==> src/rtl/nf10_proc_common_pkg.sv <==
// Shared definitions for the NetFPGA-10G processor-side register blocks:
// handshake FSM encoding and the address-decode width helpers.
package nf10_proc_common_pkg;

    // Bus handshake states: accept an access, acknowledge it, wait for CS to drop.
    typedef enum logic [1:0] {
        ST_IDLE = 2'd0,
        ST_ACK  = 2'd1,
        ST_HOLD = 2'd2
    } ipif_state_e;

    // Ceiling log2; log2ceil(1) is 0.
    function automatic int log2ceil(input int value);
        int result;
        result = 0;
        for (int i = 0; i < 31; i++) begin
            if ((1 << i) < value) begin
                result = i + 1;
            end
        end
        return result;
    endfunction

    // Number of byte-offset address bits below the register index.
    function automatic int addrLsb(input int dataWidth);
        return log2ceil(dataWidth / 8);
    endfunction

    // Register index width, never narrower than one bit.
    function automatic int idxWidth(input int totalRegs);
        return (totalRegs <= 2) ? 1 : log2ceil(totalRegs);
    endfunction

    // Keeps vectors and arrays legal when a register group is empty.
    function automatic int atLeastOne(input int n);
        return (n > 0) ? n : 1;
    endfunction

endpackage

==> src/rtl/ipif_be_merge.sv <==
// Byte-lane merge: each lane takes the new data when its byte enable is set,
// otherwise keeps the old register contents.
module ipif_be_merge #(
    parameter int DATA_WIDTH = 32
) (
    input  logic [DATA_WIDTH-1:0]   oldVal_i,
    input  logic [DATA_WIDTH-1:0]   newData_i,
    input  logic [DATA_WIDTH/8-1:0] be_i,
    output logic [DATA_WIDTH-1:0]   merged_o
);

    // Select old or new byte per lane.
    always_comb begin
        merged_o = oldVal_i;
        for (int b = 0; b < DATA_WIDTH / 8; b++) begin
            if (be_i[b]) begin
                merged_o[8*b +: 8] = newData_i[8*b +: 8];
            end
        end
    end

endmodule

==> src/rtl/ipif_regs_bank.sv <==
// Software register bank behind the IPIF: WO, RW and RO registers laid out
// contiguously from the base address, one acknowledge per bus access.
module ipif_regs_bank
    import nf10_proc_common_pkg::*;
#(
    parameter int C_S_AXI_DATA_WIDTH = 32,
    parameter int C_S_AXI_ADDR_WIDTH = 32,
    parameter int NUM_WO_REGS        = 1,
    parameter int NUM_RW_REGS        = 8,
    parameter int NUM_RO_REGS        = 17,
    parameter logic [atLeastOne(NUM_WO_REGS+NUM_RW_REGS)*C_S_AXI_DATA_WIDTH-1:0] RESET_VALS = '0,
    parameter logic [atLeastOne(NUM_RO_REGS)-1:0] COR_MASK = '0,
    parameter bit ERR_EN = 1'b1
) (
    input  logic                                                  Bus2IP_Clk,
    input  logic                                                  Bus2IP_Reset,
    input  logic [C_S_AXI_ADDR_WIDTH-1:0]                         Bus2IP_Addr,
    input  logic                                                  Bus2IP_CS,
    input  logic                                                  Bus2IP_RNW,
    input  logic [C_S_AXI_DATA_WIDTH-1:0]                         Bus2IP_Data,
    input  logic [C_S_AXI_DATA_WIDTH/8-1:0]                       Bus2IP_BE,
    output logic [C_S_AXI_DATA_WIDTH-1:0]                         IP2Bus_Data,
    output logic                                                  IP2Bus_RdAck,
    output logic                                                  IP2Bus_WrAck,
    output logic                                                  IP2Bus_Error,
    output logic [atLeastOne(NUM_WO_REGS)*C_S_AXI_DATA_WIDTH-1:0] wo_regs,
    output logic [atLeastOne(NUM_RW_REGS)*C_S_AXI_DATA_WIDTH-1:0] rw_regs,
    input  logic [atLeastOne(NUM_RO_REGS)*C_S_AXI_DATA_WIDTH-1:0] ro_regs,
    output logic [atLeastOne(NUM_WO_REGS+NUM_RW_REGS)-1:0]        wr_strobe,
    output logic [atLeastOne(NUM_RO_REGS)-1:0]                    rd_clear
);

    localparam int DW        = C_S_AXI_DATA_WIDTH;
    localparam int NUM_WR    = NUM_WO_REGS + NUM_RW_REGS;
    localparam int NUM_TOTAL = NUM_WR + NUM_RO_REGS;
    localparam int WR_ALLOC  = atLeastOne(NUM_WR);
    localparam int RO_ALLOC  = atLeastOne(NUM_RO_REGS);
    localparam int ADDR_LSB  = addrLsb(DW);
    localparam int IDX_W     = idxWidth(NUM_TOTAL);

    ipif_state_e           state_q;
    logic [DW-1:0]         regs_q [WR_ALLOC];

    logic                  accRnw_q;
    logic                  accErr_q;
    logic [DW-1:0]         accData_q;
    logic [WR_ALLOC-1:0]   accStrb_q;
    logic [RO_ALLOC-1:0]   accClr_q;

    logic                  rdAck_q;
    logic                  wrAck_q;
    logic                  err_q;
    logic [DW-1:0]         rdData_q;
    logic [WR_ALLOC-1:0]   wrStrobe_q;
    logic [RO_ALLOC-1:0]   rdClear_q;

    logic [IDX_W-1:0]      idx;
    logic [31:0]           idxInt;
    logic                  unmapped;
    logic [WR_ALLOC-1:0]   selWrHit;
    logic [RO_ALLOC-1:0]   selCorHit;
    logic [DW-1:0]         selOld;
    logic [DW-1:0]         readVal;
    logic [DW-1:0]         mergedVal;
    logic                  unusedAddrBits;

    assign idx            = Bus2IP_Addr[ADDR_LSB +: IDX_W];
    assign idxInt         = {{(32-IDX_W){1'b0}}, idx};
    assign unusedAddrBits = ^Bus2IP_Addr;

    // Decode the index into the selected writable register, read value and clear-on-read hit.
    always_comb begin
        selWrHit  = '0;
        selCorHit = '0;
        selOld    = '0;
        readVal   = '0;
        unmapped  = (idxInt >= 32'(NUM_TOTAL));
        for (int r = 0; r < NUM_WR; r++) begin
            if (idxInt == 32'(r)) begin
                selWrHit[r] = 1'b1;
                selOld      = regs_q[r];
                if (r >= NUM_WO_REGS) begin
                    readVal = regs_q[r];
                end
            end
        end
        for (int r = 0; r < NUM_RO_REGS; r++) begin
            if (idxInt == 32'(NUM_WR + r)) begin
                readVal      = ro_regs[r*DW +: DW];
                selCorHit[r] = COR_MASK[r];
            end
        end
    end

    ipif_be_merge #(
        .DATA_WIDTH (DW)
    ) u_be_merge (
        .oldVal_i  (selOld),
        .newData_i (Bus2IP_Data),
        .be_i      (Bus2IP_BE),
        .merged_o  (mergedVal)
    );

    // Handshake FSM: latch and perform the access in IDLE, drive one registered ack in ACK, wait for CS low in HOLD.
    always_ff @(posedge Bus2IP_Clk) begin
        if (Bus2IP_Reset) begin
            state_q    <= ST_IDLE;
            accRnw_q   <= 1'b0;
            accErr_q   <= 1'b0;
            accData_q  <= '0;
            accStrb_q  <= '0;
            accClr_q   <= '0;
            rdAck_q    <= 1'b0;
            wrAck_q    <= 1'b0;
            err_q      <= 1'b0;
            rdData_q   <= '0;
            wrStrobe_q <= '0;
            rdClear_q  <= '0;
            for (int r = 0; r < WR_ALLOC; r++) begin
                regs_q[r] <= RESET_VALS[r*DW +: DW];
            end
        end else begin
            rdAck_q    <= 1'b0;
            wrAck_q    <= 1'b0;
            err_q      <= 1'b0;
            rdData_q   <= '0;
            wrStrobe_q <= '0;
            rdClear_q  <= '0;
            case (state_q)
                ST_IDLE: begin
                    if (Bus2IP_CS) begin
                        accRnw_q  <= Bus2IP_RNW;
                        accErr_q  <= unmapped && ERR_EN;
                        accData_q <= Bus2IP_RNW ? readVal : '0;
                        accStrb_q <= Bus2IP_RNW ? '0 : selWrHit;
                        accClr_q  <= Bus2IP_RNW ? selCorHit : '0;
                        for (int r = 0; r < NUM_WR; r++) begin
                            if (!Bus2IP_RNW && selWrHit[r]) begin
                                regs_q[r] <= mergedVal;
                            end
                        end
                        state_q <= ST_ACK;
                    end
                end
                ST_ACK: begin
                    rdAck_q    <= accRnw_q;
                    wrAck_q    <= !accRnw_q;
                    err_q      <= accErr_q;
                    rdData_q   <= accData_q;
                    wrStrobe_q <= accStrb_q;
                    rdClear_q  <= accClr_q;
                    state_q    <= ST_HOLD;
                end
                ST_HOLD: begin
                    if (!Bus2IP_CS) begin
                        state_q <= ST_IDLE;
                    end
                end
                default: begin
                    state_q <= ST_IDLE;
                end
            endcase
        end
    end

    assign IP2Bus_Data  = rdData_q;
    assign IP2Bus_RdAck = rdAck_q;
    assign IP2Bus_WrAck = wrAck_q;
    assign IP2Bus_Error = err_q;
    assign wr_strobe    = wrStrobe_q;
    assign rd_clear     = rdClear_q;

    if (NUM_WO_REGS > 0) begin : g_wo
        for (genvar i = 0; i < NUM_WO_REGS; i++) begin : g_pack
            assign wo_regs[i*DW +: DW] = regs_q[i];
        end
    end else begin : g_wo_none
        assign wo_regs = '0;
    end

    if (NUM_RW_REGS > 0) begin : g_rw
        for (genvar i = 0; i < NUM_RW_REGS; i++) begin : g_pack
            assign rw_regs[i*DW +: DW] = regs_q[NUM_WO_REGS + i];
        end
    end else begin : g_rw_none
        assign rw_regs = '0;
    end

endmodule

==> config.mk <==
export PLATFORM = sky130hd
export DESIGN_NAME = ipif_regs_bank
export DESIGN_NICKNAME = d
export VERILOG_FILES = /design/src/rtl/nf10_proc_common_pkg.sv /design/src/rtl/ipif_be_merge.sv /design/src/rtl/ipif_regs_bank.sv
export SDC_FILE = /design/constraint.sdc
export NUM_CORES = 1
export LEC_CHECK = 0
export ABC_CLOCK_PERIOD_IN_PS = 2950
export BUFFER_PORTS_ARGS = -buffer_cell sky130_fd_sc_hd__buf_4
export CAP_MARGIN = 20
export CELL_PAD_IN_SITES_DETAIL_PLACEMENT = 0
export CELL_PAD_IN_SITES_GLOBAL_PLACEMENT = 1
export CORE_AREA = 2 2 377 379
export CTS_CLUSTER_SIZE = 8
export DETAILED_ROUTE_END_ITERATION = 7
export DIE_AREA = 0 0 379 381
export GPL_TIMING_DRIVEN = 0
export PLACE_DENSITY = 0.49
export SYNTH_ARGS = -nofsm -noshare
export SYNTH_HDL_FRONTEND = slang
export SYNTH_SLANG_ARGS = --single-unit
==> constraint.sdc <==
create_clock -name Bus2IP_Clk -period 2.95 [get_ports Bus2IP_Clk]
set_clock_uncertainty 0.15 [all_clocks]
set_input_delay 0.295 -clock Bus2IP_Clk [delete_from_list [all_inputs] [get_ports Bus2IP_Clk]]
set_output_delay 0.295 -clock Bus2IP_Clk [all_outputs]
set_load 0.05 [all_outputs]
==> load_flow_metrics.sql <==
INSERT INTO impl_metrics (metric_group, metric, value, unit) VALUES
('timing', 'slew_headroom', '14.5', '%'),
('outcome', 'result_of_the_run', 'finished, violations left', ''),
('clocking', 'clkLatencyLatePin', '0.67', 'ns'),
('power_and_ir_drop', 'vdd.ir_drop.worst', '442', 'uV'),
('clocking', 'clock_sinks', '377', ''),
('layout', 'mostFrequentLayoutCell', 'buf_4', ''),
('power_and_ir_drop', 'total_leakage_power', '14.0', 'nW'),
('setup_path', 'critPathMaxFanout', '10', ''),
('synth', 'synth_ff_type', 'edfxtp_1', ''),
('clocking', 'clock-root-buffer', 'clkbuf_16', ''),
('timing', 'timing.final.crit_share', '105', '%'),
('grt', 'grt_pass1_wl', '295000', 'um'),
('grt', 'antenna_found_initial', '90', ''),
('grt', 'grt_usage', '32.2', '%'),
('worst_hold_path', 'min_path_type', 'in -> reg', ''),
('synth', 'netlist_area', '0.0201', 'mm2'),
('synth', 'synth_largest_type_area_fraction', '43.0', '%'),
('floorplanning', 'floorplan.die.width', '379', 'um'),
('drt', 'wl', '243000', 'um'),
('synth', 'asyncSetResetFlopFracSynth', '0', '%'),
('clocking', 'tritoncts.num_buffers', '56', ''),
('grt', 'gr-total-overflow', '0', ''),
('clocking', 'clk_pin_slew', '0.05', 'ns'),
('floorplanning', 'placeableCoreArea', '0.141', 'mm2'),
('timing', 'finalSetupViolations', '46', ''),
('timing', 'fin_worst_hold_slack', '0.0324', 'ns'),
('clocking', 'tritoncts', 'built', ''),
('timing', 'postLayoutSetupSlackWorst', '-0.155', 'ns'),
('worst_hold_path', 'hold_path_startpoint', 'ro_regs[302]', ''),
('placed_design', 'gp_routability_congestion', '0.948', ''),
('synth', 'synth.area.top_cells', 'edfxtp_1, dfxtp_1, a21oi_1', ''),
('grt', 'number_of_global_route_vias_before_repair', '25200', ''),
('timing', 'hold_violations', '0', ''),
('grt', 'grt_start_max_net_pins', '25', ''),
('layout', 'layout.filler_cells', '15500', ''),
('placed_design', 'io_buffers', '917', ''),
('setup_path', 'ff2ff_path_depth', '9', ''),
('timing', 'timing.fmax', '322', 'MHz'),
('setup_path', 'worst_ep_arrival_time', '3.49', 'ns'),
('outcome', 'failed_checks', 'setup timing', ''),
('layout', 'area_delta_synth_final', '72.5', '%'),
('flow_run', 'max-cap-violations', '0', ''),
('drt', 'drt_drc_violations_left', '0', ''),
('clocking', 'maximum_number_of_buffers_from_clock_root_to_sink', '3', ''),
('power_and_ir_drop', 'p_per_cell_area', '480', 'mW/mm2'),
('clocking', 'clock_tree.htree_level_count', '2', ''),
('floorplanning', 'initial_utilization', '14.3', '%'),
('timing', 'tightestPinTransition', '1.28', 'ns'),
('floorplanning', 'std_cell_rows', '138', ''),
('setup_path', 'rrSetupSlack', '0.03', 'ns'),
('synth', 'count_of_yosys_warnings_during_synthesis', '0', ''),
('layout', 'share_of_final_layout_standard_cells_stronger_than_drive_strength_1', '43.2', '%'),
('floorplanning', 'floorplan.die_area', '0.144', 'mm2'),
('placed_design', 'place_hpwl', '197000', 'um'),
('synth', 'synthDistinctLibCells', '99', ''),
('drt', 'route.detailed.wl_per_inst', '47.4', 'um'),
('synth', 'synth-seq-cells', '377', ''),
('setup_path', 'crit_path_kind', 'in -> reg', ''),
('synth', 'synth_edf_count', '288', ''),
('timing', 'final-max-slew-violation-count', '0', ''),
('synth', 'yosysSeqAreaShare', '51.9', '%'),
('drt', 'detail_route.vias_per_cell', '5.05', ''),
('timing', 'rsz0062_at_grt', 'yes', ''),
('setup_path', 'required_time_of_the_critical_path', '3.33', 'ns'),
('setup_path', 'end_kind', 'flop', ''),
('synth', 'synth_area_per_cell', '10.4', 'um2'),
('worst_hold_path', 'hold-path-endpoint', 'accData_q[14]$_SDFFE_PP0P_', ''),
('layout', 'fin_nets', '3782', ''),
('setup_path', 'worstReg2RegStart', 'state_q[1]$_SDFFE_PP0P_', ''),
('layout', 'fin_util', '24.7', '%'),
('layout', 'seq_area', '0.0104', 'mm2');
==> flip-flops by register name (all words and copies together) (netlist names) <==
name,count
IP2Bus_RdAck,1
accErr_q,1
wr_strobe,9
IP2Bus_Error,1
accStrb_q,9
IP2Bus_Data,32
state_q,2
accRnw_q,1
accData_q,32
IP2Bus_WrAck,1
regs_q,288
==> per-stage QoR <==
stage	power [mW]	setup slack [ns]	std cells	setup TNS [ns]	instance area [um2]
2_1_floorplan	7.54	0.0776	1951	0	20200
3_3_place_gp	9.83	-3.00	4758	-1248.36	29400
3_5_place_dp	9.92	-2.23	4811	-685.53	30200
4_1_cts	16.6	0.00127	5074	0	34300
5_1_grt	16.9	-0.0170	5103	-0.235	34600
6_report	16.7	-0.155	5122	-1.87	34700
==> area by class of cell <==
class,count,area share [%]
Antenna cell,40,0.289
Buffer,176,3.12
Clock buffer,77,4.39
Clock inverter,7,0.368
Inverter,31,0.346
Multi-Input combinational cell,1365,27.2
Sequential cell,377,30.1
Tap cell,1890,6.82
Timing Repair Buffer,1159,27.4
==> Yosys cell counts, types with 10 or more instances <==
master,n
and3_1,15
o21ai_0,134
a221oi_1,49
nand4_1,13
o211ai_1,16
clkbuf_1,58
edfxtp_1,288
nand3_1,51
a222oi_1,17
a211o_1,11
buf_4,36
o22ai_1,45
a2bb2oi_1,13
nand2_1,162
mux2i_1,21
a22oi_1,77
a31oi_1,15
a221o_1,16
a211oi_1,21
mux2_2,11
nor2b_1,23
o31ai_1,11
a22o_1,36
a21oi_1,156
nor2_1,107
inv_1,31
nor3_1,31
or2_2,10
o21a_1,15
buf_2,71
o221ai_1,26
dfxtp_1,89
and2_1,48
==> worst max-delay path: stages <==
cell and delay [ns]:
buf_4 0.15, buf_2 0.31, clkbuf_4 0.49, mux2_2 0.43
a22oi_1 0.79, nor2_1 0.21, a221oi_1 0.26, nor4b_2 0.40
a2bb2oi_1 0.11
==> timing repair <==
item	4_1_cts	5_1_grt
endpoints found under the hold margin	110	0
cloned	0	1
resized for setup	150	40
pin swaps	9	2
hold buffers	159	0
endpoints found under the setup margin	604	191
setup buffers	22	6
==> worst max-delay path by stage <==
stage	from	to	slack, ns	cells after the start
final	Bus2IP_Addr[3]	accData_q[21]$_SDFFE_PP0P_	-0.16	9
after CTS	Bus2IP_Addr[4]	regs_q[0][67]$_DFFE_PP_	0.001	10
after detailed placement	Bus2IP_Addr[3]	regs_q[0][117]$_DFFE_PP_	-2.23	9
after floorplan	Bus2IP_Addr[3]	regs_q[0][0]$_DFFE_PP_	0.08	8
after global placement	Bus2IP_Addr[3]	regs_q[0][25]$_DFFE_PP_	-3.00	8
after global routing	Bus2IP_Addr[6]	accData_q[14]$_SDFFE_PP0P_	-0.02	12
==> where the power goes <==
part	total [mW]	switching (mW)	leakage, nW	internal, mW
Combinational	4.10	2.73	9.50	1.37
Sequential	6.10	0.195	3.70	5.90
Clock	6.46	2.74	0.796	3.72
==> logic make-up after synthesis <==
group / share of synthesized area [%]
other: 0.0187
DFF: 51.9
buffers and inverters: 5.22
muxes: 1.77
and+or+nand+nor: 14.8
AOI/OAI and AO/OA: 26.3
==> metal layers <==
metal | share of wire (%) | GRT usage [%] | vias up
met4 | 5.0 | 13.9 | 60
met5 | 0.16 | 0 | -
met3 | 9.2 | 8.50 | 459
met1 | 39 | 39.7 | 13300
met2 | 46 | 52.7 | 1945
li1 | - | - | 10100
Power figures use the tool's default switching activity.
